### config.mk
export PLATFORM = sky130hd
export DESIGN_NAME = formatter_flat
export DESIGN_NICKNAME = d
export VERILOG_FILES = /design/src/rtl/mcdf_pkg.sv /design/src/rtl/formatter_if.sv /design/src/rtl/fmt_watchdog.sv /design/src/rtl/formatter.sv /design/src/flat_wrapper.sv
export SDC_FILE = /design/constraint.sdc
export NUM_CORES = 1
export LEC_CHECK = 0
export ABC_AREA = 1
export BUFFER_PORTS_ARGS = -buffer_cell sky130_fd_sc_hd__buf_2
export CAP_MARGIN = 30
export CORE_ASPECT_RATIO = 0.7
export CORE_MARGIN = 2
export CORE_UTILIZATION = 25
export CTS_CLUSTER_DIAMETER = 80
export DETAILED_ROUTE_END_ITERATION = 10
export PLACE_DENSITY_LB_ADDON = 0.05
export SLEW_MARGIN = 0
export SYNTH_ARGS = -nofsm -noshare
export SYNTH_HDL_FRONTEND = slang
export SYNTH_SLANG_ARGS = --single-unit
### constraint.sdc
create_clock -name clk_i -period 1.7 [get_ports clk_i]
set_input_delay 0.17 -clock clk_i [delete_from_list [all_inputs] [get_ports clk_i]]
set_output_delay 0.17 -clock clk_i [all_outputs]
set_load 0.03 [all_outputs]
### src/rtl/mcdf_pkg.sv
// Shared types, constants and the packet-length decode used by the formatter block.
package mcdf_pkg;

    localparam int          LEN_W   = 7;
    localparam logic [1:0]  CH_NONE = 2'b11;

    typedef enum logic [2:0] {
        ST_IDLE,
        ST_ARB,
        ST_WAIT_ID,
        ST_REQ,
        ST_SEND
    } fmt_state_e;

    // Codes above 4 saturate at the largest packet size.
    function automatic logic [LEN_W-1:0] pkglen_decode(input logic [2:0] sel);
        logic [LEN_W-1:0] len;
        case (sel)
            3'd0:    len = 7'd4;
            3'd1:    len = 7'd8;
            3'd2:    len = 7'd16;
            3'd3:    len = 7'd32;
            default: len = 7'd64;
        endcase
        return len;
    endfunction

endpackage

### src/rtl/formatter_if.sv
// Arbiter-side and downstream-side handshake bundle of the formatter.
interface formatter_if;

    logic                       a2f_val_i;
    logic [1:0]                 a2f_id_i;
    logic [31:0]                a2f_data_i;
    logic [2:0]                 a2f_pkglen_sel_i;
    logic                       a2f_end_i;
    logic                       f2a_id_req_o;
    logic                       f2a_ack_o;

    logic                       fmt_req_o;
    logic                       fmt_grant_i;
    logic [1:0]                 fmt_chid_o;
    logic [mcdf_pkg::LEN_W-1:0] fmt_length_o;
    logic                       fmt_val_o;
    logic [31:0]                fmt_data_o;
    logic                       fmt_start_o;
    logic                       fmt_end_o;
    logic                       fmt_timeout_o;

    modport master (
        input  a2f_val_i, a2f_id_i, a2f_data_i, a2f_pkglen_sel_i, a2f_end_i, fmt_grant_i,
        output f2a_id_req_o, f2a_ack_o, fmt_req_o, fmt_chid_o, fmt_length_o,
               fmt_val_o, fmt_data_o, fmt_start_o, fmt_end_o, fmt_timeout_o
    );

    modport slave (
        output a2f_val_i, a2f_id_i, a2f_data_i, a2f_pkglen_sel_i, a2f_end_i, fmt_grant_i,
        input  f2a_id_req_o, f2a_ack_o, fmt_req_o, fmt_chid_o, fmt_length_o,
               fmt_val_o, fmt_data_o, fmt_start_o, fmt_end_o, fmt_timeout_o
    );

endinterface

### src/rtl/fmt_watchdog.sv
// SEND-state idle watchdog: down-counter reloaded on every accepted word, fires on the
// TIMEOUT_CYC-th consecutive idle SEND cycle.
module fmt_watchdog #(
    parameter int TIMEOUT_CYC = 256
) (
    input  logic clk_i,
    input  logic rstn_i,
    input  logic in_send_i,
    input  logic val_i,
    output logic expire_o
);

    localparam int               CNT_W  = $clog2(TIMEOUT_CYC + 1);
    localparam logic [CNT_W-1:0] RELOAD = CNT_W'(TIMEOUT_CYC - 1);

    logic [CNT_W-1:0] idle_cnt;
    logic             idle_cyc;

    assign idle_cyc = in_send_i && !val_i;
    assign expire_o = idle_cyc && (idle_cnt == '0);

    always_ff @(posedge clk_i or negedge rstn_i) begin
        if (!rstn_i) begin
            idle_cnt <= RELOAD;
        end else if (!idle_cyc || expire_o) begin
            idle_cnt <= RELOAD;
        end else begin
            idle_cnt <= idle_cnt - 1'b1;
        end
    end

endmodule

### src/rtl/formatter.sv
// Packet formatter: arbitrates for a channel, then forwards granted words downstream with
// start/end framing. Define FMT_TIMEOUT_EN to add the SEND-state idle watchdog.
module formatter
    import mcdf_pkg::*;
#(
    parameter int TIMEOUT_CYC = 256
) (
    input  logic         clk_i,
    input  logic         rstn_i,
    formatter_if.master  bus
);

    // state    | meaning
    // ---------+--------------------------------------------------
    // ST_IDLE  | gap cycle between packets
    // ST_ARB   | one-cycle arbitration request to the arbiter
    // ST_WAIT_ID | arbiter answer: retry on CH_NONE, else latch header
    // ST_REQ   | request downstream, wait for grant
    // ST_SEND  | forward words until last word (or watchdog abort)

    fmt_state_e       state_q, state_d;

    logic [1:0]       chid_q;
    logic [LEN_W-1:0] len_q;
    logic [LEN_W-1:0] cnt_q;

    logic             val_q;
    logic [31:0]      data_q;
    logic             start_q;
    logic             end_q;
    logic             to_q;

    logic             accept;
    logic             last_word;
    logic             id_valid;
    logic             expire;

    assign accept    = (state_q == ST_SEND) && bus.a2f_val_i;
    assign last_word = accept && ((cnt_q == len_q - 1'b1) || bus.a2f_end_i);
    assign id_valid  = (state_q == ST_WAIT_ID) && (bus.a2f_id_i != CH_NONE);

`ifdef FMT_TIMEOUT_EN
    fmt_watchdog #(
        .TIMEOUT_CYC (TIMEOUT_CYC)
    ) u_watchdog (
        .clk_i     (clk_i),
        .rstn_i    (rstn_i),
        .in_send_i (state_q == ST_SEND),
        .val_i     (bus.a2f_val_i),
        .expire_o  (expire)
    );
`else
    logic unused_timeout_cfg;

    assign expire             = 1'b0;
    assign unused_timeout_cfg = ^TIMEOUT_CYC;
`endif

    always_ff @(posedge clk_i or negedge rstn_i) begin
        if (!rstn_i) begin
            state_q <= ST_IDLE;
        end else begin
            state_q <= state_d;
        end
    end

    always_comb begin
        state_d = state_q;
        case (state_q)
            ST_IDLE:    state_d = ST_ARB;
            ST_ARB:     state_d = ST_WAIT_ID;
            ST_WAIT_ID: state_d = id_valid ? ST_REQ : ST_IDLE;
            ST_REQ:     if (bus.fmt_grant_i) state_d = ST_SEND;
            ST_SEND:    if (last_word || expire) state_d = ST_IDLE;
            default:    state_d = ST_IDLE;
        endcase
    end

    // Header stays put until the next successful arbitration, i.e. past the end word.
    always_ff @(posedge clk_i or negedge rstn_i) begin
        if (!rstn_i) begin
            chid_q <= '0;
            len_q  <= '0;
            cnt_q  <= '0;
        end else if (id_valid) begin
            chid_q <= bus.a2f_id_i;
            len_q  <= pkglen_decode(bus.a2f_pkglen_sel_i);
            cnt_q  <= '0;
        end else if (accept) begin
            cnt_q  <= cnt_q + 1'b1;
        end
    end

    always_ff @(posedge clk_i or negedge rstn_i) begin
        if (!rstn_i) begin
            val_q   <= 1'b0;
            data_q  <= '0;
            start_q <= 1'b0;
            end_q   <= 1'b0;
            to_q    <= 1'b0;
        end else begin
            val_q   <= accept;
            start_q <= accept && (cnt_q == '0);
            end_q   <= last_word || expire;
            to_q    <= expire;
            if (accept) begin
                data_q <= bus.a2f_data_i;
            end
        end
    end

    assign bus.f2a_id_req_o  = (state_q == ST_ARB);
    assign bus.f2a_ack_o     = accept;
    assign bus.fmt_req_o     = (state_q == ST_REQ);
    assign bus.fmt_chid_o    = chid_q;
    assign bus.fmt_length_o  = len_q;
    assign bus.fmt_val_o     = val_q;
    assign bus.fmt_data_o    = data_q;
    assign bus.fmt_start_o   = start_q;
    assign bus.fmt_end_o     = end_q;
    assign bus.fmt_timeout_o = to_q;

endmodule

### src/flat_wrapper.sv
// flat-port wrapper written by rule: the top's interface ports become plain ports
module formatter_flat import mcdf_pkg::*;
#(
    parameter int TIMEOUT_CYC = 256
)
  (clk_i, rstn_i, bus_a2f_val_i, bus_a2f_id_i, bus_a2f_data_i, bus_a2f_pkglen_sel_i, bus_a2f_end_i, bus_fmt_grant_i, bus_f2a_id_req_o, bus_f2a_ack_o, bus_fmt_req_o, bus_fmt_chid_o, bus_fmt_length_o, bus_fmt_val_o, bus_fmt_data_o, bus_fmt_start_o, bus_fmt_end_o, bus_fmt_timeout_o);
  formatter_if bus_i ();
  input  logic clk_i;
  input  logic rstn_i;
  input wire logic [$bits(bus_i.a2f_val_i)-1:0] bus_a2f_val_i;
  input wire logic [$bits(bus_i.a2f_id_i)-1:0] bus_a2f_id_i;
  input wire logic [$bits(bus_i.a2f_data_i)-1:0] bus_a2f_data_i;
  input wire logic [$bits(bus_i.a2f_pkglen_sel_i)-1:0] bus_a2f_pkglen_sel_i;
  input wire logic [$bits(bus_i.a2f_end_i)-1:0] bus_a2f_end_i;
  input wire logic [$bits(bus_i.fmt_grant_i)-1:0] bus_fmt_grant_i;
  output wire logic [$bits(bus_i.f2a_id_req_o)-1:0] bus_f2a_id_req_o;
  output wire logic [$bits(bus_i.f2a_ack_o)-1:0] bus_f2a_ack_o;
  output wire logic [$bits(bus_i.fmt_req_o)-1:0] bus_fmt_req_o;
  output wire logic [$bits(bus_i.fmt_chid_o)-1:0] bus_fmt_chid_o;
  output wire logic [$bits(bus_i.fmt_length_o)-1:0] bus_fmt_length_o;
  output wire logic [$bits(bus_i.fmt_val_o)-1:0] bus_fmt_val_o;
  output wire logic [$bits(bus_i.fmt_data_o)-1:0] bus_fmt_data_o;
  output wire logic [$bits(bus_i.fmt_start_o)-1:0] bus_fmt_start_o;
  output wire logic [$bits(bus_i.fmt_end_o)-1:0] bus_fmt_end_o;
  output wire logic [$bits(bus_i.fmt_timeout_o)-1:0] bus_fmt_timeout_o;
  assign bus_i.a2f_val_i = bus_a2f_val_i;
  assign bus_i.a2f_id_i = bus_a2f_id_i;
  assign bus_i.a2f_data_i = bus_a2f_data_i;
  assign bus_i.a2f_pkglen_sel_i = bus_a2f_pkglen_sel_i;
  assign bus_i.a2f_end_i = bus_a2f_end_i;
  assign bus_i.fmt_grant_i = bus_fmt_grant_i;
  assign bus_f2a_id_req_o = bus_i.f2a_id_req_o;
  assign bus_f2a_ack_o = bus_i.f2a_ack_o;
  assign bus_fmt_req_o = bus_i.fmt_req_o;
  assign bus_fmt_chid_o = bus_i.fmt_chid_o;
  assign bus_fmt_length_o = bus_i.fmt_length_o;
  assign bus_fmt_val_o = bus_i.fmt_val_o;
  assign bus_fmt_data_o = bus_i.fmt_data_o;
  assign bus_fmt_start_o = bus_i.fmt_start_o;
  assign bus_fmt_end_o = bus_i.fmt_end_o;
  assign bus_fmt_timeout_o = bus_i.fmt_timeout_o;
  formatter #(.TIMEOUT_CYC(TIMEOUT_CYC)) u_core (.clk_i(clk_i), .rstn_i(rstn_i), .bus(bus_i));
endmodule
==> out/metrics.json, run 1 <==
{
  "final_nets": {"value": 431},
  "max_clock_freq": {"value": 640, "unit": "MHz"},
  "setup_crit_start_kind": {"value": "flip-flop"},
  "finClkSkew": {"value": 0.00662, "unit": "ns"},
  "final_area": {"value": 3140, "unit": "sq um"},
  "most_frequent_standard_cell_in_the_layout_excluding_fill_and_tap_cells": {"value": "nand2_1"},
  "clock_insertion_delay_worst_skew": {"value": 0.29, "unit": "ns"},
  "die_y": {"value": 84.8, "unit": "um"},
  "place_hpwl": {"value": 4.15, "unit": "mm"},
  "nFillCells": {"value": 985},
  "initial_cell_density_of_the_core": {"value": 0.257},
  "result_of_the_run": {"value": "completed"},
  "dieArea": {"value": 10100, "unit": "sq um"},
  "number_of_buffers_inserted_during_clock_tree_synthesis": {"value": 5},
  "setup_tns": {"value": 0, "unit": "ns"},
  "drcViolationCount": {"value": 0},
  "final_hold_viol_count": {"value": 0},
  "antenna_violating_nets_remaining": {"value": 0},
  "track_usage": {"value": 0.121},
  "timing.final.crit_period": {"value": 1.56, "unit": "ns"},
  "maxCapViolations": {"value": 0},
  "worst-setup-path-type": {"value": "flip-flop to output pin"},
  "antenna_found_initial": {"value": 0},
  "commonest_non_fill_non_tap_cells_in_the_layout": {"value": "nand2_1 (147), buf_2 (86), dfrtp_1 (52)"},
  "slew_violations": {"value": 0},
  "crit_required": {"value": 1.53, "unit": "ns"},
  "postPlaceCellArea": {"value": 2920, "unit": "sq um"},
  "post-place-ws": {"value": 0.115, "unit": "ns"},
  "critical_path_peak_fanout": {"value": 7},
  "grt_max_degree": {"value": 53},
  "top_level_ports": {"value": 90},
  "grt_first_pass_wirelength": {"value": 9.63, "unit": "mm"},
  "vdd_drop_max": {"value": 0.000683, "unit": "V"},
  "wirelength": {"value": 5.89, "unit": "mm"},
  "via_per_inst": {"value": 4.01},
  "cts.htree.levels": {"value": 2},
  "synth-seq-cells": {"value": 52},
  "worst_slack": {"value": 0.139, "unit": "ns"},
  "synthesis.area_per_instance": {"value": 8.04, "unit": "sq um"},
  "synth_cell_types": {"value": 22},
  "worstPathArrival": {"value": 1.39, "unit": "ns"},
  "first_global_vias": {"value": 1951},
  "synth-warning-count": {"value": 0},
  "die_w": {"value": 119, "unit": "um"},
  "route.vias.total": {"value": 2048},
  "power.leakage": {"value": 1.83, "unit": "nW"},
  "clkTransAtPathRegs": {"value": 0.07, "unit": "ns"},
  "rsz0062_at_grt": {"value": "false"},
  "antenna_cells": {"value": 0},
  "globalRoute.totalOverflow": {"value": 0},
  "p_per_area": {"value": 1910, "unit": "nW/um^2"},
  "first_drt_pass_iteration_count": {"value": 4},
  "layout_worst_path_cycle_share": {"value": 0.918},
  "wl_per_cell": {"value": 11.5, "unit": "um"},
  "flow.area_growth_from_synthesis": {"value": 34.6, "unit": "%"},
  "gpl.final_weighted_congestion": {"value": 0.757},
  "synth.cell_area": {"value": 2330, "unit": "sq um"},
  "cts_tree": {"value": "yes"},
  "netlist_instances": {"value": 290},
  "share_of_post_route_cells_with_drive_strength_above_1": {"value": 0.292},
  "placementRows": {"value": 29},
  "buffer_ports.inserted": {"value": 86},
  "clock-root-buffer": {"value": "clkbuf_16"},
  "cts_max_path_buffers": {"value": 2},
  "final-setup-viol-count": {"value": 0},
  "drt_iter0_drc": {"value": 85},
  "timing.hold.worst.class": {"value": "input pin to flip-flop"},
  "cts_sinks": {"value": 52},
  "core_area": {"value": 9070, "unit": "sq um"},
  "crit_path_end_kind": {"value": "output pin"},
  "ys_seq_area_frac": {"value": 0.558}
}
## cell usage after synthesis
| library cell | instances | area (sq um) |
|---|---|---|
| dfrtp_1 | 52 | 1300 |
| buf_2 | 8 | 40.0 |
| buf_6 | 1 | 11.3 |
| nor3_4 | 1 | 16.3 |
| nand3_1 | 9 | 45.0 |
| nand2_2 | 1 | 6.26 |
| ha_1 | 3 | 37.5 |
| inv_1 | 25 | 93.8 |
| o21ai_1 | 1 | 5.00 |
| clkinv_1 | 1 | 3.75 |
| nand2_1 | 147 | 552 |
| xor2_1 | 1 | 8.76 |
| a21oi_1 | 2 | 10.0 |
| nand4_1 | 7 | 43.8 |
| nor2_2 | 1 | 6.26 |
| nor2_1 | 10 | 37.5 |
| buf_4 | 3 | 22.5 |
| nor3_1 | 3 | 15.0 |
| o21ai_0 | 11 | 55.1 |
| o21bai_1 | 1 | 7.51 |
| nand3_2 | 1 | 10.0 |
| conb_1 | 1 | 3.75 |
## cells by family after synthesis
logic type / synth area share
XOR/XNOR: 0.00376
buffers and inverters: 0.0735
other: 0.00161
AO/OA/AOI/OAI: 0.0333
AND/OR/NAND/NOR: 0.314
flip-flops: 0.558
adder cells (fa/ha/maj): 0.0161
## metrics by stage
stage	std cells	utilization	hold slack, ns	power, mW
after floorplan	292	-	-0.126	4.04
after global placement	496	0.322	0.197	4.92
after detailed placement	496	0.322	0.193	4.91
after CTS	505	0.339	0.0625	5.97
after global routing	511	0.346	0.0648	6.49
final	511	0.346	0.0701	5.99
## flip-flops by register name, indices dropped and copies added, names as in the netlist
| register | count |
|---|---|
| u_core.bus.fmt_chid_o | 2 |
| u_core.bus.fmt_data_o | 32 |
| u_core.bus.fmt_end_o | 1 |
| u_core.bus.fmt_length_o | 5 |
| u_core.bus.fmt_start_o | 1 |
| u_core.bus.fmt_val_o | 1 |
| u_core.cnt_q | 7 |
| u_core.state_q | 3 |
## worst max-delay path, cell delays in order, from the launching register on
cell and delay (ns):
dfrtp_1 0.43, nor2_2 0.17, nand3_2 0.13, clkinvlp_4 0.16
buf_2 0.21
## worst paths after layout
path                                                  from                         end  slack (ns)  cells after the start
worst max-delay path                     u_core.state_q[1]               bus_f2a_ack_o        0.14                      4
worst min-delay path                     bus_a2f_data_i[3]    u_core.bus.fmt_data_o[3]        0.07                      3
worst max register to register  u_core.bus.fmt_length_o[2]           u_core.state_q[2]        0.22                     11
worst min register to register   u_core.bus.fmt_data_o[18]   u_core.bus.fmt_data_o[18]        0.47                      2
max in group asynchronous                           rstn_i    u_core.bus.fmt_data_o[4]        1.04                      3
min in group asynchronous                           rstn_i  u_core.bus.fmt_length_o[4]        0.42                      3
## repair_timing
item / in CTS / in global routing
hold buffers: 1 / 0
buffers inserted: 0 / 6
setup endpoints to repair: 0 / 2
hold endpoints to repair: 52 / 0
resized for setup: 0 / 4
## routing by layer
metal  share of wire  track usage  wire [um]  up-vias
li1                -            -          -     1076
met1            0.50        0.171       2960      911
met2            0.42        0.180       2490       57
met3           0.067       0.0376        396        4
met4          0.0066       0.0289         39        0
met5               0            0          0        -
## cell type report
type	count	area, sq um	area share
clock buffers	5	125	0.0399
clock inverters	3	21.3	0.00678
inverters	26	101	0.0323
multi-input cells	202	880	0.280
flip-flops and latches	52	1300	0.415
well taps	124	155	0.0494
repair buffers	99	556	0.177
## report_power, final
part	total [mW]	switching [mW]	leakage [nW]	internal, mW
Clock	1.02	0.473	0.0702	0.550
Combinational	2.89	1.98	1.08	0.908
Sequential	2.08	0.328	0.680	1.75
(Power assumes the default switching activity.)
==> run 2: changes to the inputs <==
--- a/config.mk
+++ b/config.mk
@@ -9,7 +9,6 @@
 export BUFFER_PORTS_ARGS = -buffer_cell sky130_fd_sc_hd__buf_2
 export CAP_MARGIN = 30
 export CORE_ASPECT_RATIO = 0.7
-export CORE_MARGIN = 2
 export CORE_UTILIZATION = 25
 export CTS_CLUSTER_DIAMETER = 80
 export DETAILED_ROUTE_END_ITERATION = 10
==> out/metrics.json, run 2 (synthesized netlist as in run 1, its figures left out) <==
{
  "result_of_the_run": {"value": "completed"},
  "p_per_area": {"value": 1910, "unit": "nW/um^2", "change": "+0.20%"},
  "largest_register_ff_count": {"value": 32, "change": "unchanged"},
  "share_of_post_route_cells_with_drive_strength_above_1": {"value": 0.290, "change": "-0.00217"},
  "antenna_found_initial": {"value": 0, "change": "unchanged"},
  "timing.reg2reg.setup_slack": {"value": 0.19, "unit": "ns", "change": "-0.03 ns"},
  "sink_of_the_worst_hold_path": {"value": "u_core.bus.fmt_data_o[27]"},
  "route.vias.total": {"value": 2032, "change": "-0.78%"},
  "crit_path_end_kind": {"value": "output pin"},
  "r2r-end": {"value": "u_core.state_q[2]"},
  "worst-setup-path-type": {"value": "flip-flop to output pin"},
  "place_hpwl": {"value": 4.24, "unit": "mm", "change": "+2.3%"},
  "via_per_inst": {"value": 4.01, "change": "about the same"},
  "buffer_ports.inserted": {"value": 86, "change": "unchanged"},
  "final_area": {"value": 3120, "unit": "sq um", "change": "-0.56%"},
  "postPlaceCellArea": {"value": 2930, "unit": "sq um", "change": "+0.26%"},
  "power.leakage": {"value": 1.82, "unit": "nW", "change": "-0.54%"},
  "grt_max_degree": {"value": 33, "change": "-38%"},
  "most_frequent_standard_cell_in_the_layout_excluding_fill_and_tap_cells": {"value": "nand2_1"},
  "slew_violations": {"value": 0, "change": "unchanged"},
  "first_drt_pass_iteration_count": {"value": 4, "change": "unchanged"},
  "antenna_cells": {"value": 0, "change": "unchanged"},
  "top_level_ports": {"value": 90, "change": "unchanged"},
  "globalRoute.totalOverflow": {"value": 0, "change": "unchanged"},
  "max_clock_freq": {"value": 629, "unit": "MHz", "change": "-1.8%"},
  "gr-max-usage-layer": {"value": "met1"},
  "layout_worst_path_cycle_share": {"value": 0.935, "change": "+0.0167"},
  "antenna_violating_nets_remaining": {"value": 0, "change": "unchanged"},
  "flow.area_growth_from_synthesis": {"value": 33.9, "unit": "%"},
  "crit-reg2reg-launch": {"value": "u_core.bus.fmt_length_o[2]"},
  "crit_required": {"value": 1.53, "unit": "ns", "change": "about the same"},
  "vdd_drop_max": {"value": 0.000657, "unit": "V", "change": "-3.8%"},
  "gr-usage-met3": {"value": 0.0446, "change": "+0.00701"},
  "initial_cell_density_of_the_core": {"value": 0.257, "change": "unchanged"},
  "core_area": {"value": 9070, "unit": "sq um", "change": "unchanged"},
  "worst_path_max_delay_cell": {"value": "dfrtp_1"},
  "wirelength": {"value": 5.79, "unit": "mm", "change": "-1.6%"},
  "cts.htree.levels": {"value": 2, "change": "unchanged"},
  "die_w": {"value": 117, "unit": "um", "change": "-1.7%"},
  "worst-slew-pin-transition": {"value": 0.531, "unit": "ns"},
  "clock-root-buffer": {"value": "clkbuf_16"},
  "grt_first_pass_wirelength": {"value": 9.56, "unit": "mm", "change": "-0.72%"},
  "track_usage": {"value": 0.124, "change": "+0.00316"},
  "cpLargestDelayFamily": {"value": "flip-flops"},
  "cts_sinks": {"value": 52, "change": "unchanged"},
  "clock_insertion_delay_worst_skew": {"value": 0.29, "unit": "ns", "change": "about the same"},
  "placementRows": {"value": 29, "change": "unchanged"},
  "finClkSkew": {"value": 0.00522, "unit": "ns", "change": "-0.00140 ns"},
  "drcViolationCount": {"value": 0, "change": "unchanged"},
  "worst_slew_margin_rel": {"value": 0.646},
  "nFillCells": {"value": 980, "change": "-0.51%"},
  "final-setup-viol-count": {"value": 0, "change": "unchanged"},
  "clkTransAtPathRegs": {"value": 0.07, "unit": "ns", "change": "about the same"},
  "number_of_buffers_inserted_during_clock_tree_synthesis": {"value": 5, "change": "unchanged"},
  "slowest_delay": {"value": 0.41, "unit": "ns", "change": "-0.02 ns"},
  "setup_tns": {"value": 0, "unit": "ns", "change": "unchanged"},
  "maxCapViolations": {"value": 0, "change": "unchanged"},
  "die_y": {"value": 82.8, "unit": "um", "change": "-2.4%"},
  "worst_r2r_path_depth": {"value": 11, "change": "unchanged"},
  "critical_path_peak_fanout": {"value": 13, "change": "+6"},
  "drt_iter0_drc": {"value": 65, "change": "-24%"},
  "path_cells": {"value": "nor2_2, nand3_4, clkinv_4, buf_2"},
  "placed_cells": {"value": 497, "change": "+0.20%"},
  "buf_inv_on_cp": {"value": 2, "change": "unchanged"},
  "final_hold_viol_count": {"value": 0, "change": "unchanged"},
  "first_global_vias": {"value": 1915, "change": "-1.8%"},
  "post-place-ws": {"value": 0.0236, "unit": "ns", "change": "-0.0917 ns"},
  "design_power_total": {"value": 5.97, "unit": "mW", "change": "-0.36%"},
  "commonest_non_fill_non_tap_cells_in_the_layout": {"value": "nand2_1 (147), buf_2 (86), dfrtp_1 (51)"},
  "whs_path_depth": {"value": 3, "change": "unchanged"},
  "setup_crit_start_kind": {"value": "flip-flop"},
  "timing.hold.worst.class": {"value": "input pin to flip-flop"},
  "cts_max_path_buffers": {"value": 2, "change": "unchanged"},
  "gpl.final_weighted_congestion": {"value": 0.720, "change": "-4.8%"},
  "wl_per_cell": {"value": 11.4, "unit": "um", "change": "-0.82%"},
  "worst_slack": {"value": 0.110, "unit": "ns", "change": "-0.0284 ns"},
  "finalCoreUtilization": {"value": 0.344, "change": "-0.00193"},
  "hp-start": {"value": "bus_a2f_data_i[27]"},
  "use_met1": {"value": 0.181, "change": "+0.00974"},
  "cts_tree": {"value": "yes"},
  "worstPathArrival": {"value": 1.42, "unit": "ns", "change": "+0.03 ns"},
  "finalHoldWorstSlack": {"value": 0.0714, "unit": "ns", "change": "+0.00132 ns"},
  "grtUsageMet2": {"value": 0.169, "change": "-0.0103"},
  "final_nets": {"value": 427, "change": "-0.93%"},
  "stdcell_count": {"value": 507, "change": "-0.78%"},
  "dieArea": {"value": 9730, "unit": "sq um", "change": "-4.0%"},
  "timing.final.crit_period": {"value": 1.59, "unit": "ns", "change": "+0.0284 ns"}
}
-- run 2: changes by cell type in the layout (fill, tap and decap cells not counted), sizes merged --
cell      previous run  this run
buf                 98        94
clkinv               1         3
clkinvlp             2         0
clkbuf               5         6
inv                 26        25
-- run 2: worst register-to-register path: stages (launching register included) --
cell and delay, ns:
dfrtp_2 0.42, inv_2 0.11, ha_4 0.16, nand2_1 0.07
nor2_1 0.10, nand2_1 0.05, nand2_1 0.06, nand2_1 0.05
o21bai_1 0.18, nand2_1 0.09, nand2_1 0.07, nand2_1 0.05
-- run 2: area by class of cell --
class	count	area, sq um	share of cell area
clock inverters	2	10.0	0.00321
inverters	26	103	0.0329
flip-flops and latches	52	1300	0.417
multi-input cells	202	887	0.284
repair buffers	95	526	0.168
well taps	124	155	0.0497
clock buffers	6	139	0.0445
-- run 2: how the worst max path moves through the flow --
stage               cells past startpoint                  startpoint           endpoint
floorplan                              10  u_core.bus.fmt_length_o[2]  u_core.state_q[2]
global placement                       11  u_core.bus.fmt_length_o[2]  u_core.state_q[2]
detailed placement                     10  u_core.bus.fmt_length_o[2]  u_core.state_q[2]
CTS                                    11  u_core.bus.fmt_length_o[2]  u_core.state_q[2]
global route                           11  u_core.bus.fmt_length_o[2]  u_core.state_q[2]
finish                                  4           u_core.state_q[0]      bus_f2a_ack_o
-- run 2: metal layers --
| layer | wire length [um] | up-vias |
|---|---|---|
| met2 | 2270 | 53 |
| met1 | 3160 | 910 |
| met4 | 24 | 0 |
| li1 | - | 1067 |
| met3 | 344 | 2 |
| met5 | 0 | - |
-- run 2: what timing repair did --
action,4_1_cts,5_1_grt
resized for setup,2,6
pin swaps,0,2
cloned,0,0
buffers inserted,0,1
setup endpoints to repair,1,3
hold endpoints to repair,20,0
hold buffers,1,0
-- run 2: power breakdown --
part | internal (mW) | switching, mW | total [mW]
clock network | 0.581 | 0.442 | 1.02
registers | 1.76 | 0.311 | 2.07
logic | 0.896 | 1.98 | 2.88
total | 3.23 | 2.74 | 5.97
==> run 3: changes to the inputs <==
--- a/config.mk
+++ b/config.mk
@@ -16,4 +16,5 @@
 export SLEW_MARGIN = 0
 export SYNTH_ARGS = -nofsm -noshare
 export SYNTH_HDL_FRONTEND = slang
+export SYNTH_HIERARCHICAL = 1
 export SYNTH_SLANG_ARGS = --single-unit
==> out/metrics.json, run 3 <==
{
  "place_hpwl": {"value": 4.30, "unit": "mm", "change": "+1.4%"},
  "power.leakage": {"value": 1.84, "unit": "nW", "change": "+0.99%"},
  "yosys.area_share.adder": {"value": 0.0160, "change": "-0.0000602"},
  "clkTransAtPathRegs": {"value": 0.07, "unit": "ns", "change": "about the same"},
  "setup_tns": {"value": 0, "unit": "ns", "change": "unchanged"},
  "timing.reg2reg.setup_slack": {"value": 0.19, "unit": "ns", "change": "about the same"},
  "cts.htree.levels": {"value": 2, "change": "unchanged"},
  "slew_violations": {"value": 0, "change": "unchanged"},
  "final_hold_viol_count": {"value": 0, "change": "unchanged"},
  "postCtsSetupRepairBufs": {"value": 0, "change": "unchanged"},
  "p_per_area": {"value": 1960, "unit": "nW/um^2", "change": "+2.7%"},
  "rsz0062_at_grt": {"value": "false"},
  "critical_path_peak_fanout": {"value": 8, "change": "-5"},
  "whs_path_depth": {"value": 3, "change": "unchanged"},
  "synth.cell_area": {"value": 2340, "unit": "sq um", "change": "+0.38%"},
  "synth_top_cell_area_share": {"value": 0.556, "change": "-0.00209"},
  "ys_seq_area_frac": {"value": 0.556, "change": "-0.00209"},
  "finalHoldWorstSlack": {"value": 0.0651, "unit": "ns", "change": "-0.00629 ns"},
  "maxCapViolations": {"value": 0, "change": "unchanged"},
  "max_clock_freq": {"value": 640, "unit": "MHz", "change": "+1.7%"},
  "route.vias.total": {"value": 2015, "change": "-0.84%"},
  "synth_flop_cell": {"value": "dfrtp_1"},
  "worst_path_max_delay_cell": {"value": "dfrtp_1"},
  "timing.final.crit_period": {"value": 1.56, "unit": "ns", "change": "-0.0261 ns"},
  "commonest_non_fill_non_tap_cells_in_the_layout": {"value": "nand2_1 (150), buf_2 (85), dfrtp_1 (52)"},
  "antenna_violating_nets_remaining": {"value": 0, "change": "unchanged"},
  "synth.top_cells.by_count": {"value": "nand2_1 (150), dfrtp_1 (52), inv_1 (24)"},
  "post-place-ws": {"value": 0.189, "unit": "ns", "change": "+0.166 ns"},
  "number_of_buffers_inserted_during_clock_tree_synthesis": {"value": 5, "change": "unchanged"},
  "netlist_instances": {"value": 290, "change": "unchanged"},
  "track_usage": {"value": 0.131, "change": "+0.00693"},
  "synthesis.area_per_instance": {"value": 8.07, "unit": "sq um", "change": "+0.38%"},
  "slowest_delay": {"value": 0.43, "unit": "ns", "change": "+0.02 ns"},
  "crit_path_end_kind": {"value": "output pin"},
  "antenna_found_initial": {"value": 0, "change": "unchanged"},
  "ys_async_sr_fraction": {"value": 1.00, "change": "unchanged"},
  "initial_cell_density_of_the_core": {"value": 0.258, "change": "+0.000965"},
  "yosys.area.top_type": {"value": "dfrtp_1"},
  "final-setup-viol-count": {"value": 0, "change": "unchanged"},
  "finClkSkew": {"value": 0.00536, "unit": "ns", "change": "+0.000135 ns"},
  "synthMostInstantiatedCell": {"value": "nand2_1"},
  "synth_top_family_by_area": {"value": "simple AND/OR/NAND/NOR gates"},
  "synth_cell_types": {"value": 23, "change": "+4.5%"},
  "drcViolationCount": {"value": 0, "change": "unchanged"},
  "drt_iter0_drc": {"value": 76, "change": "+17%"},
  "placementRows": {"value": 29, "change": "unchanged"},
  "grt_first_pass_wirelength": {"value": 10.1, "unit": "mm", "change": "+6.0%"},
  "first_drt_pass_iteration_count": {"value": 6, "change": "+2"},
  "most_frequent_standard_cell_in_the_layout_excluding_fill_and_tap_cells": {"value": "nand2_1"},
  "die_y": {"value": 83.0, "unit": "um", "change": "+0.18%"},
  "buffer_ports.inserted": {"value": 86, "change": "unchanged"},
  "globalRoute.totalOverflow": {"value": 0, "change": "unchanged"},
  "share_of_post_route_cells_with_drive_strength_above_1": {"value": 0.283, "change": "-0.00709"},
  "worstPathArrival": {"value": 1.39, "unit": "ns", "change": "-0.03 ns"},
  "worst-setup-path-type": {"value": "flip-flop to output pin"},
  "synth-compound-area-share": {"value": 0.0374, "change": "+0.00415"},
  "path_cells": {"value": "nor2_4, nand3_4, clkinv_2, clkbuf_4"},
  "flow.area_growth_from_synthesis": {"value": 34.8, "unit": "%"},
  "clock-root-buffer": {"value": "clkbuf_16"},
  "synth_simple_gate_area_share": {"value": 0.314, "change": "about the same"},
  "die_w": {"value": 118, "unit": "um", "change": "+0.19%"},
  "antenna_cells": {"value": 0, "change": "unchanged"},
  "register_area": {"value": 1300, "unit": "sq um", "change": "about the same"},
  "synth_enable_flop_cells": {"value": 0, "change": "unchanged"},
  "synth-warning-count": {"value": 6, "change": "+6"},
  "cts_max_path_buffers": {"value": 2, "change": "unchanged"},
  "final_nets": {"value": 427, "change": "unchanged"},
  "cts_sinks": {"value": 52, "change": "unchanged"},
  "synth_area_leaders": {"value": "dfrtp_1 (56%), nand2_1 (24%), inv_1 (3.8%), nor2_1 (1.9%), buf_2 (1.7%)"},
  "multiInputGateArea": {"value": 905, "unit": "sq um", "change": "+2.0%"},
  "via_per_inst": {"value": 3.98, "change": "-0.64%"},
  "nFillCells": {"value": 969, "change": "-1.1%"},
  "dieArea": {"value": 9760, "unit": "sq um", "change": "+0.37%"},
  "synthXorXnorAreaFrac": {"value": 0.00374, "change": "-0.0000141"},
  "result_of_the_run": {"value": "completed"},
  "cts_tree": {"value": "yes"},
  "largest_register_ff_count": {"value": 32, "change": "unchanged"},
  "top_level_ports": {"value": 90, "change": "unchanged"},
  "timing.hold.worst.class": {"value": "input pin to flip-flop"},
  "crit_required": {"value": 1.53, "unit": "ns", "change": "about the same"},
  "worst_slack": {"value": 0.136, "unit": "ns", "change": "+0.0261 ns"},
  "grt_max_degree": {"value": 36, "change": "+9.1%"},
  "post_synth_mux_area_share": {"value": 0, "change": "unchanged"},
  "wirelength": {"value": 6.00, "unit": "mm", "change": "+3.5%"},
  "vdd_drop_max": {"value": 0.000685, "unit": "V", "change": "+4.3%"},
  "synth-seq-cells": {"value": 52, "change": "unchanged"},
  "clock_insertion_delay_worst_skew": {"value": 0.29, "unit": "ns", "change": "about the same"},
  "core_area": {"value": 9070, "unit": "sq um", "change": "unchanged"},
  "setup_crit_start_kind": {"value": "flip-flop"},
  "gpl.final_weighted_congestion": {"value": 0.727, "change": "+0.97%"},
  "wl_per_cell": {"value": 11.9, "unit": "um", "change": "+3.7%"},
  "first_global_vias": {"value": 2070, "change": "+8.1%"},
  "layout_worst_path_cycle_share": {"value": 0.920, "change": "-0.0154"},
  "worst_r2r_path_depth": {"value": 12, "change": "+1"}
}
-- run 3: cell types whose count changed after synthesis, sizes merged --
cell	change
a21oi	+2
inv	-1
nand2	+2
nand3	-2
nand3b	+1
nand4	-3
nor2	+3
nor3	-1
o21ai	-2
o21bai	-1
o41ai	+2
-- run 3: through the flow --
| stage | area, sq um | std cells | util | total power [mW] |
|---|---|---|---|---|
| 5_1_grt | 3160 | 506 | 0.348 | 6.70 |
| 3_5_place_dp | 2930 | 498 | 0.323 | 4.90 |
| 4_1_cts | 3140 | 506 | 0.346 | 6.25 |
| 2_1_floorplan | 2350 | 292 | - | 4.03 |
| 3_3_place_gp | 2930 | 498 | 0.323 | 4.90 |
| 6_report | 3160 | 506 | 0.348 | 6.20 |
-- run 3: cell families after synthesis --
group                      after synthesis
and+or+nand+nor                        180
DFF                                     52
buffers and inverters                   37
AOI/OAI and AO/OA                       16
adders and majority gates                3
xor gates and xnor gates                 1
other                                    1
-- run 3: worst max-delay path, delay by kind of cell (launching register included) --
family / cells / cell delay, ns
AND/OR/NAND/NOR: 2 / 0.31
flip-flops: 1 / 0.43
buffers and inverters: 2 / 0.36
-- run 3: area by class of cell --
type | instances | share of cell area
sequential | 52 | 0.412
multi-input combinational | 203 | 0.287
timing repair buffer | 95 | 0.163
tap | 124 | 0.0491
clock buffer | 5 | 0.0396
inverter | 25 | 0.0301
clock inverter | 2 | 0.0190
-- run 3: worst paths after layout --
check / end / start
setup / recovery: bus_f2a_ack_o / u_core/state_q[0]
hold reg to reg: u_core/bus.fmt_data_o[4] / u_core/bus.fmt_data_o[4]
setup reg to reg: u_core/state_q[2] / u_core/bus.fmt_length_o[2]
max in group asynchronous: u_core/bus.fmt_data_o[21] / rstn_i
min in group asynchronous: u_core/bus.fmt_data_o[3] / rstn_i
hold / removal: u_core/bus.fmt_data_o[30] / bus_a2f_data_i[30]
-- run 3: repair_timing --
item                                    4_1_cts  5_1_grt
cloned                                        0        0
hold endpoints to repair                     17        0
endpoints found under the setup margin        1        2
hold buffers                                  1        0
resized for setup                             2        3
pin swaps                                     0        0
-- run 3: layer usage --
metal	part of all wire	vias to the layer above	GRT usage	routed length, um
met3	0.068	5	0.0453	406
li1	-	1065	-	-
met2	0.43	54	0.202	2610
met5	0	-	0	0
met1	0.49	891	0.172	2930
met4	0.0087	0	0.0385	52
-- run 3: power by group --
group / leakage [nW] / switching [mW] / internal (mW)
sequential: 0.680 / 0.328 / 1.75
combinational: 1.07 / 1.94 / 0.877
clock: 0.0899 / 0.462 / 0.836
total: 1.84 / 2.73 / 3.47
